**src/rtl/writeback_arbiter_pkg.sv**
```systemverilog
// Shared widths, bank encodings and the writeback entry layout for the writeback arbiter.
// Optional operand forwarding is enabled by defining WB_BYPASS_EN.
package writeback_arbiter_pkg;

  localparam int WIDTH        = 16;
  localparam int REG_SEL      = 4;
  localparam int PRED_REG_SEL = 2;

  localparam logic S_REGS = 1'b0;
  localparam logic P_REGS = 1'b1;

  // One pending register-bank write: {sel, addr, data}
  typedef struct packed {
    logic               sel;
    logic [REG_SEL-1:0] addr;
    logic [WIDTH-1:0]   data;
  } wb_entry_t;

  localparam int ENTRY_W = $bits(wb_entry_t);

endpackage

```
**src/rtl/writeback_arbiter_if.sv**
```systemverilog
// Bundle of ALU/LSU result inputs, register-bank write outputs and status for the writeback arbiter.
// Forwarding ports exist only when WB_BYPASS_EN is defined.
interface writeback_arbiter_if
  import writeback_arbiter_pkg::*;
#(
  parameter int LSU_FIFO_DEPTH = 4
);
  localparam int PW = $clog2(LSU_FIFO_DEPTH) + 1;

  // ALU results carry only alu_valid and are always taken. LSU results use
  // valid/ready: a transfer happens on a rising clk edge where lsu_valid and
  // lsu_ready are both high; lsu_ready depends only on internal state.
  logic               alu_valid;
  logic [REG_SEL-1:0] alu_addr;
  logic               alu_sel;
  logic [WIDTH-1:0]   alu_data;

  logic               lsu_valid;
  logic               lsu_ready;
  logic [REG_SEL-1:0] lsu_addr;
  logic               lsu_sel;
  logic [WIDTH-1:0]   lsu_data;

  logic               write_enable;
  logic [REG_SEL-1:0] addr_z;
  logic               z_regbank_sel;
  logic [WIDTH-1:0]   data_z;

  logic               stall_req;
  logic [PW-1:0]      lsu_pending;
  logic               protocol_err;

`ifdef WB_BYPASS_EN
  logic [REG_SEL-1:0] byp_addr_a;
  logic [REG_SEL-1:0] byp_addr_b;
  logic               byp_sel_a;
  logic               byp_sel_b;
  logic               byp_hit_a;
  logic               byp_hit_b;
  logic [WIDTH-1:0]   byp_data_a;
  logic [WIDTH-1:0]   byp_data_b;
`endif

  modport master (
    output alu_valid, alu_addr, alu_sel, alu_data,
    output lsu_valid, lsu_addr, lsu_sel, lsu_data,
    input  lsu_ready,
    input  write_enable, addr_z, z_regbank_sel, data_z,
    input  stall_req, lsu_pending, protocol_err
`ifdef WB_BYPASS_EN
    ,
    output byp_addr_a, byp_addr_b, byp_sel_a, byp_sel_b,
    input  byp_hit_a, byp_hit_b, byp_data_a, byp_data_b
`endif
  );

  modport slave (
    input  alu_valid, alu_addr, alu_sel, alu_data,
    input  lsu_valid, lsu_addr, lsu_sel, lsu_data,
    output lsu_ready,
    output write_enable, addr_z, z_regbank_sel, data_z,
    output stall_req, lsu_pending, protocol_err
`ifdef WB_BYPASS_EN
    ,
    input  byp_addr_a, byp_addr_b, byp_sel_a, byp_sel_b,
    output byp_hit_a, byp_hit_b, byp_data_a, byp_data_b
`endif
  );

endinterface

```
**src/rtl/writeback_arbiter_wb_fifo.sv**
```systemverilog
// Synchronous FIFO with occupancy count; head word is visible combinationally.
// Pushes while full and pops while empty are ignored.
module wb_fifo #(
  parameter int DEPTH = 4,
  parameter int W     = 8,
  localparam int AW   = $clog2(DEPTH),
  localparam int CW   = AW + 1
) (
  input  logic          clk,
  input  logic          reset,
  input  logic          push,
  input  logic [W-1:0]  push_data,
  input  logic          pop,
  output logic [W-1:0]  pop_data,
  output logic          full,
  output logic          empty,
  output logic [CW-1:0] count
);

  logic [W-1:0]  mem [DEPTH];
  logic [AW-1:0] wr_ptr;
  logic [AW-1:0] rd_ptr;
  logic          do_push;
  logic          do_pop;

  assign full     = (count == CW'(DEPTH));
  assign empty    = (count == '0);
  assign do_push  = push && !full;
  assign do_pop   = pop && !empty;
  assign pop_data = mem[rd_ptr];

  always_ff @(posedge clk) begin
    if (do_push) mem[wr_ptr] <= push_data;
  end

  // DEPTH is a power of two, so pointer overflow is the modulo wrap
  always_ff @(posedge clk or posedge reset) begin
    if (reset) begin
      wr_ptr <= '0;
      rd_ptr <= '0;
      count  <= '0;
    end else begin
      if (do_push) wr_ptr <= wr_ptr + AW'(1);
      if (do_pop)  rd_ptr <= rd_ptr + AW'(1);
      case ({do_push, do_pop})
        2'b10:   count <= count + CW'(1);
        2'b01:   count <= count - CW'(1);
        default: count <= count;
      endcase
    end
  end

endmodule

```
**src/rtl/writeback_arbiter.sv**
```systemverilog
// Merges ALU and buffered LSU results into one registered register-bank write per cycle.
// Define WB_BYPASS_EN to add combinational forwarding of the committing write.
module writeback_arbiter
  import writeback_arbiter_pkg::*;
#(
  parameter int LSU_FIFO_DEPTH = 4,
  parameter int STARVE_LIMIT   = 3
) (
  input logic clk,
  input logic reset,
  writeback_arbiter_if.slave wb
);

  localparam int PW = $clog2(LSU_FIFO_DEPTH) + 1;
  localparam int SW = $clog2(STARVE_LIMIT + 1);

  wb_entry_t          push_entry;
  wb_entry_t          head_entry;
  logic               fifo_full;
  logic               fifo_empty;
  logic               fifo_pop;
  logic [PW-1:0]      fifo_count;

  logic               we_q;
  logic [REG_SEL-1:0] addr_q;
  logic               sel_q;
  logic [WIDTH-1:0]   data_q;
  logic [SW-1:0]      starve_q;
  logic               perr_q;
  logic               stall;

  assign push_entry = '{sel: wb.lsu_sel, addr: wb.lsu_addr, data: wb.lsu_data};

  // ALU always wins, even during a stall; stall only flags misbehaving issue
  assign fifo_pop = !wb.alu_valid && !fifo_empty;
  assign stall    = (starve_q == SW'(STARVE_LIMIT));

  wb_fifo #(
    .DEPTH (LSU_FIFO_DEPTH),
    .W     (ENTRY_W)
  ) u_fifo (
    .clk       (clk),
    .reset     (reset),
    .push      (wb.lsu_valid),
    .push_data (push_entry),
    .pop       (fifo_pop),
    .pop_data  (head_entry),
    .full      (fifo_full),
    .empty     (fifo_empty),
    .count     (fifo_count)
  );

  always_ff @(posedge clk or posedge reset) begin
    if (reset) begin
      we_q     <= 1'b0;
      addr_q   <= '0;
      sel_q    <= 1'b0;
      data_q   <= '0;
      starve_q <= '0;
      perr_q   <= 1'b0;
    end else begin
      if (wb.alu_valid) begin
        we_q   <= 1'b1;
        addr_q <= wb.alu_addr;
        sel_q  <= wb.alu_sel;
        data_q <= wb.alu_data;
      end else if (!fifo_empty) begin
        we_q   <= 1'b1;
        addr_q <= head_entry.addr;
        sel_q  <= head_entry.sel;
        data_q <= head_entry.data;
      end else begin
        we_q   <= 1'b0;
      end

      // Only an ALU win over a non-empty FIFO reaches the increment branch
      if (fifo_empty || fifo_pop) starve_q <= '0;
      else if (!stall)            starve_q <= starve_q + SW'(1);

      if (wb.alu_valid && stall) perr_q <= 1'b1;
    end
  end

  assign wb.lsu_ready     = !fifo_full;
  assign wb.write_enable  = we_q;
  assign wb.addr_z        = addr_q;
  assign wb.z_regbank_sel = sel_q;
  assign wb.data_z        = data_q;
  assign wb.stall_req     = stall;
  assign wb.lsu_pending   = fifo_count;
  assign wb.protocol_err  = perr_q;

`ifdef WB_BYPASS_EN
  assign wb.byp_hit_a  = we_q && (addr_q == wb.byp_addr_a) && (sel_q == wb.byp_sel_a);
  assign wb.byp_hit_b  = we_q && (addr_q == wb.byp_addr_b) && (sel_q == wb.byp_sel_b);
  assign wb.byp_data_a = data_q;
  assign wb.byp_data_b = data_q;
`endif

endmodule

```
**src/flat_wrapper.sv**
```systemverilog
// flat-port wrapper written by rule: the top's interface ports become plain ports
module writeback_arbiter_flat import writeback_arbiter_pkg::*;
#(
  parameter int LSU_FIFO_DEPTH = 4,
  parameter int STARVE_LIMIT   = 3
)
  (clk, reset, wb_alu_valid, wb_alu_addr, wb_alu_sel, wb_alu_data, wb_lsu_valid, wb_lsu_addr, wb_lsu_sel, wb_lsu_data, wb_lsu_ready, wb_write_enable, wb_addr_z, wb_z_regbank_sel, wb_data_z, wb_stall_req, wb_lsu_pending, wb_protocol_err);
  writeback_arbiter_if #(.LSU_FIFO_DEPTH(LSU_FIFO_DEPTH)) wb_i ();
  input logic clk;
  input logic reset;
  input wire logic [$bits(wb_i.alu_valid)-1:0] wb_alu_valid;
  input wire logic [$bits(wb_i.alu_addr)-1:0] wb_alu_addr;
  input wire logic [$bits(wb_i.alu_sel)-1:0] wb_alu_sel;
  input wire logic [$bits(wb_i.alu_data)-1:0] wb_alu_data;
  input wire logic [$bits(wb_i.lsu_valid)-1:0] wb_lsu_valid;
  input wire logic [$bits(wb_i.lsu_addr)-1:0] wb_lsu_addr;
  input wire logic [$bits(wb_i.lsu_sel)-1:0] wb_lsu_sel;
  input wire logic [$bits(wb_i.lsu_data)-1:0] wb_lsu_data;
  output wire logic [$bits(wb_i.lsu_ready)-1:0] wb_lsu_ready;
  output wire logic [$bits(wb_i.write_enable)-1:0] wb_write_enable;
  output wire logic [$bits(wb_i.addr_z)-1:0] wb_addr_z;
  output wire logic [$bits(wb_i.z_regbank_sel)-1:0] wb_z_regbank_sel;
  output wire logic [$bits(wb_i.data_z)-1:0] wb_data_z;
  output wire logic [$bits(wb_i.stall_req)-1:0] wb_stall_req;
  output wire logic [$bits(wb_i.lsu_pending)-1:0] wb_lsu_pending;
  output wire logic [$bits(wb_i.protocol_err)-1:0] wb_protocol_err;
  assign wb_i.alu_valid = wb_alu_valid;
  assign wb_i.alu_addr = wb_alu_addr;
  assign wb_i.alu_sel = wb_alu_sel;
  assign wb_i.alu_data = wb_alu_data;
  assign wb_i.lsu_valid = wb_lsu_valid;
  assign wb_i.lsu_addr = wb_lsu_addr;
  assign wb_i.lsu_sel = wb_lsu_sel;
  assign wb_i.lsu_data = wb_lsu_data;
  assign wb_lsu_ready = wb_i.lsu_ready;
  assign wb_write_enable = wb_i.write_enable;
  assign wb_addr_z = wb_i.addr_z;
  assign wb_z_regbank_sel = wb_i.z_regbank_sel;
  assign wb_data_z = wb_i.data_z;
  assign wb_stall_req = wb_i.stall_req;
  assign wb_lsu_pending = wb_i.lsu_pending;
  assign wb_protocol_err = wb_i.protocol_err;
  writeback_arbiter #(.LSU_FIFO_DEPTH(LSU_FIFO_DEPTH), .STARVE_LIMIT(STARVE_LIMIT)) u_core (.clk(clk), .reset(reset), .wb(wb_i));
endmodule
```
**config.mk**
```make
export PLATFORM = sky130hd
export DESIGN_NAME = writeback_arbiter_flat
export DESIGN_NICKNAME = d
export VERILOG_FILES = /design/src/rtl/writeback_arbiter_pkg.sv /design/src/rtl/writeback_arbiter_if.sv /design/src/rtl/writeback_arbiter_wb_fifo.sv /design/src/rtl/writeback_arbiter.sv /design/src/flat_wrapper.sv
export SDC_FILE = /design/constraint.sdc
export NUM_CORES = 1
export LEC_CHECK = 0
export ABC_AREA = 1
export BUFFER_PORTS_ARGS = -buffer_cell sky130_fd_sc_hd__buf_2
export CAP_MARGIN = 10
export CORE_ASPECT_RATIO = 0.7
export CORE_MARGIN = 2
export CORE_UTILIZATION = 50
export CTS_CLUSTER_DIAMETER = 40
export DETAILED_ROUTE_END_ITERATION = 12
export GPL_TIMING_DRIVEN = 0
export PLACE_DENSITY = 0.71
export SKIP_CTS_REPAIR_TIMING = 1
export SLEW_MARGIN = 40
export SYNTH_ARGS = -nofsm -noshare
export SYNTH_HDL_FRONTEND = slang
export SYNTH_SLANG_ARGS = --single-unit
```
**constraint.sdc**
```tcl
create_clock -name clk -period 4.5 [get_ports clk]
set_clock_uncertainty 0.15 [all_clocks]
set_input_delay 0.9 -clock clk [delete_from_list [all_inputs] [get_ports clk]]
set_output_delay 0.9 -clock clk [all_outputs]
set_load 0.005 [all_outputs]
```
# Word-level counts from Yosys, hierarchy flattened
# Memories as Yosys holds them, arrays and structs flattened.
# Index checks and enable logic that the tools add are counted.
[word_totals]
word_cells = 44
input_bits = 46
reg_bits = 32
latch_bits = 0
ramBits = 84
mem_bits_ro = 0
memories = 1
[classes]
muxes = 13
n_shift = 0
n_lt_le_gt_ge = 0
div_mod_pow = 0
bitwise_logic = 0
n_addsub = 5
n_mul = 0
n_eq_ne = 6
n_reduce_logical = 10
[memory_table]
columns = ["memory", "words", "width", "rd", "rd_clocked_by_memory_dff", "write_ports", "line", "rtl"]
rows = [
  ["u_core.u_fifo.mem", 4, 21, 1, 0, 1, "writeback_arbiter_wb_fifo.sv:20", "logic [W-1:0] mem [DEPTH];"],
]
[ops]
columns = ["operator", "n"]
rows = [
  ["two-way mux 16 bit", 2],
  ["two-way mux 4 bit", 2],
  ["adder 2 x 1 -> 2 bit (second input constant)", 3],
  ["two-way mux 1 bit", 6],
  ["one-hot mux 3 bit (2 select lines)", 1],
  ["equality test 2 bit (second input constant)", 2],
  ["logical AND 1 bit", 4],
  ["two-way mux 2 bit", 2],
  ["!= test 2 bit (second input constant)", 2],
  ["adder 3 x 1 -> 3 bit (second input constant)", 1],
  ["equality test 3 bit (second input constant)", 1],
  ["logical NOT 1 bit", 3],
  ["logical NOT 3 bit", 1],
  ["subtractor 3 x 1 -> 3 bit (second input constant)", 1],
  ["equality test 2 x 1 -> 1 bit (second input constant)", 1],
  ["nonzero test 2 bit", 1],
  ["logical OR 1 bit", 1],
]

# Logic depth before layout (Yosys ltp)
[logic_depth]
ltp_word = 6
ltp_mapped = 11
ltp_nobuf = 11

# By module
# Synthesis repeated with hierarchy kept, for this count alone.
[hier_totals]
cells_unflattened = 445
hier_area_um2 = 5048.6
[by_module_without_submodules]
columns = ["mod", "area_per_inst_um2", "cells_each", "instances"]
rows = [
  ["wb_fifo", 3901.2, 307, 1],
  ["writeback_arbiter", 1147.4, 138, 1],
]

# Worst setup path after synthesis
# Ideal clock, no wire load.
[synth_timing]
kind = "input to register"
startpoint = "input wb_lsu_valid"
endpoint = "memory u_core.u_fifo.mem[0][0] (netlist name) (enable)"
t_arrival_ps = 1914
stages = 2
slack_ps = 2037
path_buffers = 0
t_required_ps = 3951
cell_sequence = "nand2_2 nor2_1"
[synth_via]
elab_chain_len = 3
[synth_rtl]
columns = ["item", "line", "rtl"]
rows = [
  ["start, declared", "flat_wrapper.sv:15", "input wire logic [$bits(wb_i.lsu_valid)-1:0] wb_lsu_valid;"],
  ["logical AND 1 bit", "writeback_arbiter_wb_fifo.sv:28", "assign do_push = push && !full;"],
  ["two-way mux 1 bit", "writeback_arbiter_wb_fifo.sv:33", "if (do_push) mem[wr_ptr] <= push_data;"],
  ["two-way mux 1 bit (not written as such)", "writeback_arbiter_wb_fifo.sv:33", ""],
  ["end, declared", "writeback_arbiter_wb_fifo.sv:20", ""],
]
# Every way passes these cells.

# Final worst setup path
[layout_timing]
startpoint = "input wb_alu_valid"
endpoint = "register u_core.u_fifo.count[2]"
[layout_via]
elab_chain_len = 5
[layout_rtl]
columns = ["item", "line", "rtl"]
rows = [
  ["start, declared", "flat_wrapper.sv:11", "input wire logic [$bits(wb_i.alu_valid)-1:0] wb_alu_valid;"],
  ["logical NOT 1 bit (*)", "writeback_arbiter.sv:35", "assign fifo_pop = !wb.alu_valid && !fifo_empty;"],
  ["logical AND 1 bit (*)", "writeback_arbiter.sv:35", ""],
  ["logical AND 1 bit (*)", "writeback_arbiter_wb_fifo.sv:29", "assign do_pop = pop && !empty;"],
  ["net u_core.u_fifo.do_pop", "writeback_arbiter_wb_fifo.sv:24", "logic do_pop;"],
  ["equality test 2 x 1 -> 1 bit or equality test 2 bit (tied branches)", "writeback_arbiter_wb_fifo.sv:45", "case ({do_push, do_pop})"],
  ["one-hot mux 3 bit (2 select lines) or nonzero test 2 bit (tied branches)", "--", ""],
  ["end signal, assigned", "writeback_arbiter_wb_fifo.sv:46", "2'b10: count <= count + CW'(1);"],
  ["end signal, assigned", "writeback_arbiter_wb_fifo.sv:47", "2'b01: count <= count - CW'(1);"],
  ["end signal, assigned", "writeback_arbiter_wb_fifo.sv:48", "default: count <= count;"],
  ["end, declared", "writeback_arbiter_wb_fifo.sv:17", "output logic [CW-1:0] count"],
]
# The timed path passes the listed nets; every way through them passes the cells marked *.
# A chain may end at the register's enable or synchronous reset.

==> flow_metrics.tcl <==
set metrics [dict create \
    status "finished, final reports clean" \
    cts_buffers 17 \
    dpl.hpwl_um 7435 \
    hold_viol_final 0 \
    ir_drop_v 0.0003654 \
    relSlewSlack_pct 54.29 \
    root_buffer "clkbuf_16" \
    finalPower_w 0.004301 \
    grt-ovfl-total 0 \
    min_delay_path_depth 2 \
    cpPeakStageDelay_ns 0.38 \
    yosys.cell_count.top_type "nand2_1" \
    r2r_cells 10 \
    synth_cells 488 \
    max_clock_freq_mhz 423.3 \
    die_w_um 123.9 \
    dr.first_iter.drc_count 308 \
    ys_top_cells_by_area "edfxtp_1 (50%), nand2_1 (16%), dfrtp_1 (16%), nand3_1 (4.4%), inv_1 (2.7%)" \
    synthSimpleGateAreaFrac_pct 24.51 \
    end_kind "flop" \
    clock_sinks 116 \
    clk_latency_ns 0.41 \
    multiInputGateArea_um2 1423 \
    grt_max_degree 33 \
    ant_nets 0 \
    rsz0062_at_grt "false" \
    syn_to_final_growth_pct 25.08 \
    worstPathArrival_ns 2.55 \
    grt_pass1_wl_um 17690 \
    critPathKind "primary input to flop" \
    core.rowCount 30 \
    dieArea_um2 10900 \
    die_y_um 87.95 \
    htree_levels 4 \
    synthAdderAreaFrac_pct 1.889 \
    viasPerCell 4.964 \
    synth_seq_area_share_pct 66.02 \
    hold_path.class "flop to flop" \
    crit_path_max_fanout 10 \
    fillers 775 \
    cp.required_ns 4.69 \
    register_area_um2 3323 \
    max_cap_violations 0 \
    synth-async-reset-ratio_pct 27.59 \
    ys_ff_latch 116 \
    worst_pin_slew_ns 0.6846 \
    place.port_buffers 73 \
    grt_pass1_vias 3498 \
    synth_ff_type "edfxtp_1" \
    place_congestion 0.7735 \
    drive_gt1_share_pct 23.45 \
    cts_buffer_depth 2 \
    yosys_warnings 0 \
    vias 3599 \
    syn_area_um2 5034 \
    slowest_stage "fa_1" \
    startpoint_type "primary input" \
    p_leak_nw 2.869 \
    nNetsFinal 637 \
    synthMuxAreaShare_pct 0 \
    tns_ns 0 \
    wl_per_cell_um 15.46 \
    finalSetupViolCount 0 \
    ys_types 25 \
    min_period_over_period_pct 52.50 \
    n_antenna_cell 0 \
    synth_top_family_by_area "simple AND/OR/NAND/NOR gates" \
    syn_avg_cell_area_um2 10.31 \
    start_util_pct 51.58 \
    synth_commonest_cells "nand2_1 (219), edfxtp_1 (84), nand3_1 (44)" \
    min_period_ns 2.362 \
    drcViolationCount 0 \
    yosys.area_share.xor_xnor_pct 0.8700 \
    synth-compound-area-share_pct 0.3977 \
    cts_tree "yes" \
    core-area_um2 9759 \
    synth_nets 541 \
    yosysTopAreaCell "edfxtp_1" \
    clk_pin_slew_worst_paths_ns 0.05 \
    drv_slew 0 \
    gr-usage-all-layers_pct 22.56 \
    drtPass1Iterations 5 \
    cp_cell_sequence "buf_2 > inv_2 > buf_6 > nand2_1 > inv_1 > ha_1 > inv_1 > fa_1 > nor2_1 > nor2_1 > nand2_1 > xor2_1" \
    yosysTopAreaCellShare_pct 50.11 \
    power_density_nw_per_um2 683.1 \
    antenna_found_initial 1 \
    synth_edf_count 84 \
    num_io_pins 74 \
    drt_wl_total_um 11210 \
]
-- final timing paths --
path / startpoint / endpoint / slack (ns)
setup / recovery: wb_alu_valid / u_core.u_fifo.count[2]$_DFFE_PP0P_ / 2.14
hold / removal: u_core.wb.data_z[7]$_DFFE_PP0P_ / u_core.wb.data_z[7]$_DFFE_PP0P_ / 0.32
setup reg to reg: u_core.u_fifo.count[0]$_DFFE_PP0P_ / u_core.u_fifo.count[2]$_DFFE_PP0P_ / 2.26
hold reg to reg: u_core.wb.data_z[7]$_DFFE_PP0P_ / u_core.wb.data_z[7]$_DFFE_PP0P_ / 0.32
max in group asynchronous: reset / u_core.u_fifo.rd_ptr[1]$_DFFE_PP0P_ / 3.31
min in group asynchronous: reset / u_core.wb.data_z[0]$_DFFE_PP0P_ / 0.43
-- cell usage in the layout (no fill, tap or decap), types with 2 or more instances in the layout --
cell and count:
buf_16 4, buf_2 82, buf_4 3, buf_6 9, bufinv_16 4, clkbuf_1 2
clkbuf_16 17, clkinv_1 5, clkinv_2 2, clkinvlp_4 2, dfrtp_1 32, edfxtp_1 84
ha_1 6, inv_1 35, inv_2 3, nand2_1 219, nand3_1 44, nor2_1 3
nor2_4 4, o21ai_0 3, or2_0 12, or2_1 3, or2_2 6, xor2_1 4
-- layout make-up --
type,instances,area share (%)
buffer,21,2.683
clock buffer,19,6.876
clock inverter,13,2.603
inverter,39,2.365
multi-input combinational,312,22.60
sequential,116,52.78
tap,128,2.544
timing repair buffer,77,7.552
-- per-layer routing --
layer | up-vias | part of all wire (%) | wire length (um) | GRT usage, %
li1 | 1761 | - | - | -
met1 | 1696 | 47 | 5314 | 31.30
met2 | 129 | 43 | 4856 | 33.22
met3 | 13 | 8.0 | 902 | 7.487
met4 | 0 | 1.2 | 138 | 8.989
met5 | - | 0 | 0 | 0
-- kinds of logic after synthesis --
group,count (synthesis)
AND/OR/NAND/NOR,296
flip-flops,116
buffers and inverters,60
adder cells (fa/ha/maj),7
XOR/XNOR,5
AO/OA/AOI/OAI,4
-- flip-flops by register name (all words and copies together) (netlist names) --
signal                   cells
u_core.u_fifo.mem           84
u_core.starve_q              2
u_core.wb.data_z            16
u_core.u_fifo.rd_ptr         2
u_core.wb.write_enable       1
u_core.u_fifo.wr_ptr         2
u_core.u_fifo.count          3
u_core.wb.addr_z             4
u_core.wb.protocol_err       1
u_core.wb.z_regbank_sel      1
-- worst max-delay path: cells and delay by family --
kind	cells	cell delay (ns)
buffers and inverters	5	0.64
AND/OR/NAND/NOR	4	0.34
adder cells (fa/ha/maj)	2	0.54
XOR/XNOR	1	0.13
-- through the flow --
step / hold slack, ns / setup WS [ns] / cell area, um^2 / cells / utilization (%)
after floorplan: 0.3069 / 2.037 / 5034 / 488 / -
after detailed placement: 0.3135 / 1.756 / 5699 / 693 / 58.40
after global placement: 0.3068 / 1.236 / 5559 / 689 / 56.96
after global routing: 0.3516 / 2.008 / 6296 / 725 / 64.51
final: 0.3245 / 2.138 / 6296 / 725 / 64.51
after CTS: 0.3261 / 2.150 / 6296 / 725 / 64.51
-- power breakdown --
part	internal (W)	switching, W
clock network	0.000911	0.000447
logic	0.000499	0.000864
registers	0.00145	0.000125
total	0.00286	0.00144
No activity file was read; power rests on OpenSTA's default activity.
